## src/rtl/judge_ctrl.sv

```systemverilog
// judge_ctrl: grades a lane button press against a note timing window and emits judgement bursts plus a combo count.
module judge_ctrl #(
  parameter int NORM_HALF = 12,
  parameter int PERF_HALF = 4,
  parameter int HOLD      = 4
) (
  input  logic       clk,
  input  logic       rst,
  input  logic       i_note,
  input  logic       i_btn,
  output logic [1:0] o_judge,
  output logic [7:0] o_combo,
  output logic       o_busy,
  output logic       o_drop
);
  localparam int WIN_LEN = 2 * NORM_HALF + 1;
  localparam int CW = $clog2(WIN_LEN);
  localparam int HW = $clog2(HOLD + 1);
  localparam logic [CW-1:0] LAST = CW'(WIN_LEN - 1);
  localparam logic [CW-1:0] LO = CW'(NORM_HALF - PERF_HALF);
  localparam logic [CW-1:0] HI = CW'(NORM_HALF + PERF_HALF);
  typedef enum logic [1:0] {IDLE, WINDOW, REPORT, GAP} state_t;
  state_t state, state_n;
  logic [CW-1:0] cnt, cnt_n;
  logic [HW-1:0] hold, hold_n;
  logic [1:0] judge_n;
  logic [7:0] combo_n;
  logic btn_prev, press;
  assign press = i_btn & ~btn_prev;
  assign o_busy = state != IDLE;
  always_comb begin
    state_n = state;
    cnt_n = cnt;
    hold_n = hold;
    judge_n = o_judge;
    combo_n = o_combo;
    case (state)
      IDLE: if (i_note) begin
        state_n = WINDOW;
        cnt_n = '0;
      end
      WINDOW: if (press || cnt == LAST) begin
        state_n = REPORT;
        hold_n = HW'(HOLD - 1);
        judge_n = !press ? 2'b01 : (cnt >= LO && cnt <= HI) ? 2'b11 : 2'b10;
        combo_n = !press ? 8'd0 : (o_combo == 8'hff) ? o_combo : o_combo + 8'd1;
      end else cnt_n = cnt + CW'(1);
      REPORT: if (hold == '0) begin
        state_n = GAP;
        judge_n = 2'b00;
      end else hold_n = hold - HW'(1);
      default: state_n = IDLE;
    endcase
  end
  always_ff @(posedge clk) begin
    if (rst) begin
      state <= IDLE;
      cnt <= '0;
      hold <= '0;
      o_judge <= 2'b00;
      o_combo <= 8'd0;
      o_drop <= 1'b0;
      btn_prev <= 1'b0;
    end else begin
      state <= state_n;
      cnt <= cnt_n;
      hold <= hold_n;
      o_judge <= judge_n;
      o_combo <= combo_n;
      o_drop <= i_note && state != IDLE;
      btn_prev <= i_btn;
    end
  end
endmodule

```

## config.mk

```make
export PLATFORM = sky130hd
export DESIGN_NAME = judge_ctrl
export DESIGN_NICKNAME = d
export VERILOG_FILES = /design/src/rtl/judge_ctrl.sv
export SDC_FILE = /design/constraint.sdc
export NUM_CORES = 1
export LEC_CHECK = 0
export CAP_MARGIN = 40
export CORE_MARGIN = 4
export CORE_UTILIZATION = 49
export CTS_CLUSTER_SIZE = 10
export DETAILED_ROUTE_END_ITERATION = 8
export PLACE_DENSITY = 0.69
export SLEW_MARGIN = 20
export SYNTH_ARGS = -nofsm -noshare
export SYNTH_HDL_FRONTEND = slang
export SYNTH_SLANG_ARGS = --single-unit
```

## constraint.sdc

```tcl
create_clock -name clk -period 3.75 [get_ports clk]
set_input_delay 0.75 -clock clk [delete_from_list [all_inputs] [get_ports clk]]
set_output_delay 0.75 -clock clk [all_outputs]
set_load 0.02 [all_outputs]
```

==> report_table.html <==
<table>
<tr><th>Metric</th><th>Value</th></tr>
<tr><th colspan="2">Run status</th></tr>
<tr><td>Result of the run</td><td>finished clean</td></tr>
<tr><th colspan="2">STA</th></tr>
<tr><td>Final hold slack</td><td>496 ps</td></tr>
<tr><td>Number of setup violations in the final report</td><td>0</td></tr>
<tr><td>Period utilisation layout</td><td>0.660</td></tr>
<tr><td>Worst-margin pin slew</td><td>772 ps</td></tr>
<tr><td>Clock tree skew after final layout</td><td>approximately 5.4 ps</td></tr>
<tr><td>Slew Limit Headroom</td><td>0.481</td></tr>
<tr><td>Total Negative Setup Slacks</td><td>0 ps</td></tr>
<tr><td>Setup repair after global routing missed its margin</td><td>false</td></tr>
<tr><td>Final Max Tran Viols</td><td>0</td></tr>
<tr><td>Final Hold Vio Count</td><td>0</td></tr>
<tr><td>Period minus WS final</td><td>about 2500 ps</td></tr>
<tr><td>Maximum clock rate</td><td>404 MHz</td></tr>
<tr><th colspan="2">Global route</th></tr>
<tr><td>Global-route wire length before repair</td><td>~5000 um</td></tr>
<tr><td>Remaining global-route overflow</td><td>0</td></tr>
<tr><td>Global-route usage over all layers</td><td>0.179</td></tr>
<tr><td>Maximum number of pins on one net before global-route repair</td><td>22</td></tr>
<tr><td>Number of global-route vias before repair</td><td>1106</td></tr>
<tr><td>Initial antenna violation count</td><td>0</td></tr>
<tr><th colspan="2">Min path</th></tr>
<tr><td>Hold crit path type</td><td>reg -&gt; reg</td></tr>
<tr><th colspan="2">Critical path</th></tr>
<tr><td>Critical path class</td><td>reg -&gt; out</td></tr>
<tr><td>Required @ worst endpoint</td><td>around 3000 ps</td></tr>
<tr><td>Arrival time at the worst endpoint</td><td>~1700 ps</td></tr>
<tr><td>Startpoint class of the critical path</td><td>flop</td></tr>
<tr><td>Endpoint kind of the worst setup timing path</td><td>output pin</td></tr>
<tr><td>Critical path peak fanout</td><td>4</td></tr>
<tr><th colspan="2">Cells and area</th></tr>
<tr><td>Post-route cell area</td><td>between 1000 and 1500 um2</td></tr>
<tr><td>Area overhead of the layout relative to synthesis</td><td>14.8%</td></tr>
<tr><td>Ratio of cells with drive above 1 in the final layout</td><td>0.0485</td></tr>
<tr><td>Most common cell after layout, fill and taps aside</td><td>sky130_fd_sc_hd__dfxtp_1</td></tr>
<tr><td>Fin cells</td><td>~200</td></tr>
<tr><td># diodes</td><td>0</td></tr>
<tr><td>Final #Nets</td><td>180</td></tr>
<tr><td>Highest-count cells in the layout ignoring fill and taps</td><td>sky130_fd_sc_hd__dfxtp_1, sky130_fd_sc_hd__clkdlybuf4s50_1, sky130_fd_sc_hd__inv_1, sky130_fd_sc_hd__nand3_1, sky130_fd_sc_hd__nor2_1</td></tr>
<tr><th colspan="2">Place</th></tr>
<tr><td>Port buffer count</td><td>15</td></tr>
<tr><td>Final Wtd Congestion</td><td>0.860</td></tr>
<tr><td>Placed Area</td><td>1450 um2</td></tr>
<tr><td>Final HPWL DP</td><td>just over 2000 um</td></tr>
<tr><td>Total placed cells including tap cells</td><td>~190</td></tr>
<tr><th colspan="2">Detailed routing</th></tr>
<tr><td>Violation count after the first detailed-route iteration</td><td>roughly 40</td></tr>
<tr><td>Number of nets with antenna violations after detailed routing</td><td>0</td></tr>
<tr><td>First-pass iteration count of the detailed router</td><td>4</td></tr>
<tr><td>DRC Markers</td><td>0</td></tr>
<tr><td>Routed length per placed instance</td><td>14.4 um</td></tr>
<tr><td>Detailed-route via count</td><td>between 1000 and 1500</td></tr>
<tr><td>Ratio of routed vias to standard cells</td><td>about 6.0</td></tr>
<tr><td>Total Routed Length</td><td>about 2800 um</td></tr>
<tr><th colspan="2">Clock tree</th></tr>
<tr><td>Clock latency reported for the late side of the worst-skew pair</td><td>300 ps</td></tr>
<tr><td>Clock tree from TritonCTS</td><td>yes</td></tr>
<tr><td>Hold-fix buffer count after cts</td><td>0</td></tr>
<tr><td>Number of post-CTS setup repair buffers</td><td>0</td></tr>
<tr><td>Number of levels the H-tree was split into</td><td>1</td></tr>
<tr><td>Clock Pin Slew Worst Setup and Hold Paths</td><td>about 120 ps</td></tr>
<tr><td>Clk sink count</td><td>22</td></tr>
<tr><td>Largest buffer count on any clock path</td><td>2</td></tr>
<tr><td>Post-CTS sizing</td><td>0</td></tr>
<tr><td>TritonCTS Buffers</td><td>3</td></tr>
<tr><td>Clock root buffer</td><td>sky130_fd_sc_hd__clkbuf_4</td></tr>
<tr><th colspan="2">Logic synthesis</th></tr>
<tr><td>Post-synthesis register bit count</td><td>22</td></tr>
<tr><td>Share of synthesized flip-flops with an asynchronous set or reset</td><td>0</td></tr>
<tr><td>Share of synthesized area occupied by flip-flops and latches</td><td>0.343</td></tr>
<tr><td>Post-synth cell types</td><td>39</td></tr>
<tr><td>Ys flop type</td><td>sky130_fd_sc_hd__dfxtp_1</td></tr>
<tr><td>Number of nets produced by synthesis</td><td>approximately 170</td></tr>
<tr><td>Synth Area per Inst</td><td>roughly 8.4 um2</td></tr>
<tr><td>Mapped Cells</td><td>~150</td></tr>
<tr><td>Area of the mapped netlist</td><td>1280 um2</td></tr>
<tr><td>Synth warnings</td><td>0</td></tr>
<tr><td>Count of flip-flops with a built-in enable after synthesis</td><td>0</td></tr>
<tr><th colspan="2">Floorplan</th></tr>
<tr><td>Die Y</td><td>59.2 um</td></tr>
<tr><td>Area enclosed by the die boundary</td><td>3500 um2</td></tr>
<tr><td>Standard-cell rows</td><td>18</td></tr>
<tr><td>Horiz. Die Dim</td><td>59.2 um</td></tr>
<tr><td>I/O pin count</td><td>16</td></tr>
<tr><td>Initial standard-cell utilization of the core</td><td>0.518</td></tr>
<tr><td>Core Box Area</td><td>approximately 2500 um2</td></tr>
<tr><th colspan="2">Pwr</th></tr>
<tr><td>Total power</td><td>approximately 0.73 mW</td></tr>
<tr><td>IR drop worst, VDD</td><td>0.485 mV</td></tr>
<tr><td>Leakage power of the design</td><td>a little over 0.5 nW</td></tr>
<tr><td>Power density relative to cell area</td><td>approximately 500 nW/um2</td></tr>
<tr><th colspan="2">Job</th></tr>
<tr><td># Max-Cap Violations</td><td>0</td></tr>
</table>
[flip-flops by register name, indices dropped and copies added, names as in the netlist]
| name | flops |
|---|---|
| state | 2 |
| o_combo | 8 |
| hold | 3 |
| btn_prev | 1 |
| o_judge | 2 |
| o_drop | 1 |
| cnt | 5 |
[cell families after synthesis]
| kind of cell | Yosys count | synth area share |
|---|---|---|
| simple gates | 56 | 0.251 |
| compound gates | 40 | 0.205 |
| flops | 22 | 0.343 |
| buf+inv | 17 | 0.0507 |
| fa+ha+maj | 9 | 0.0877 |
| mux | 7 | 0.0556 |
| xor+xnor | 1 | 0.00682 |
[final timing paths]
kind | from | slack (ps) | end | cells after the start
min reg2reg | o_judge[0] | 500 | o_judge[0] | 2
min | o_judge[0] | 500 | o_judge[0] | 2
max reg2reg | state[1] | 1540 | o_combo[7] | 6
max | state[0] | 1280 | o_busy | 4
[final cells by class]
class                      instances  area (um2)
sequential                        22         440
fill                             252        1000
clock buffer                       3        22.5
timing repair buffer              15         150
multi-input combinational        113         778
tap                               30        37.5
inverter                          12        45.0
[power by group]
group          leakage (nW)  internal (mW)  switching (mW)  total [mW]
clock                0.0138         0.0375          0.0674       0.105
combinational         0.322          0.145           0.196       0.340
sequential            0.179          0.263          0.0234       0.287
total                 0.515          0.445           0.286       0.732
[critical path, cell delays in order (launching register included)]
cell,delay [ps]
sky130_fd_sc_hd__dfxtp_1,400
sky130_fd_sc_hd__inv_1,80
sky130_fd_sc_hd__ha_1,250
sky130_fd_sc_hd__inv_1,80
sky130_fd_sc_hd__clkdlybuf4s50_1,600
[synthesized netlist by cell type, drive strengths merged (3+ instances only)]
| cell type | n | area, um2 |
|---|---|---|
| or4 | 3 | 22.5 |
| nor2b | 5 | 31.3 |
| nand3 | 12 | 60.1 |
| a31oi | 4 | 25.0 |
| ha | 9 | 113 |
| clkbuf | 4 | 15.0 |
| mux2i | 6 | 60.1 |
| nand4 | 3 | 18.8 |
| nand2 | 7 | 26.3 |
| o21ai | 10 | 50.0 |
| inv | 12 | 45.0 |
| nor2 | 10 | 37.5 |
| nand4b | 3 | 41.3 |
| dfxtp | 22 | 440 |
| nand2b | 3 | 18.8 |
| a21oi | 8 | 40.0 |
| o31ai | 6 | 45.0 |
| nor3 | 3 | 15.0 |
[routing by layer]
metal,vias up,share of wire,GRT usage
met5,-,0,0
met4,0,0.014,0.0744
met3,5,0.047,0.0327
met2,25,0.45,0.285
met1,554,0.49,0.236
li1,590,-,-
[metrics by stage]
step                       util  worst slack [ps]
after global placement    0.586              1050
after CTS                 0.595              1260
after global routing      0.595              1170
after detailed placement  0.586              1040
after floorplan               -              1850
final                     0.595              1280
Note: power is estimated with default switching activity, not from simulation.
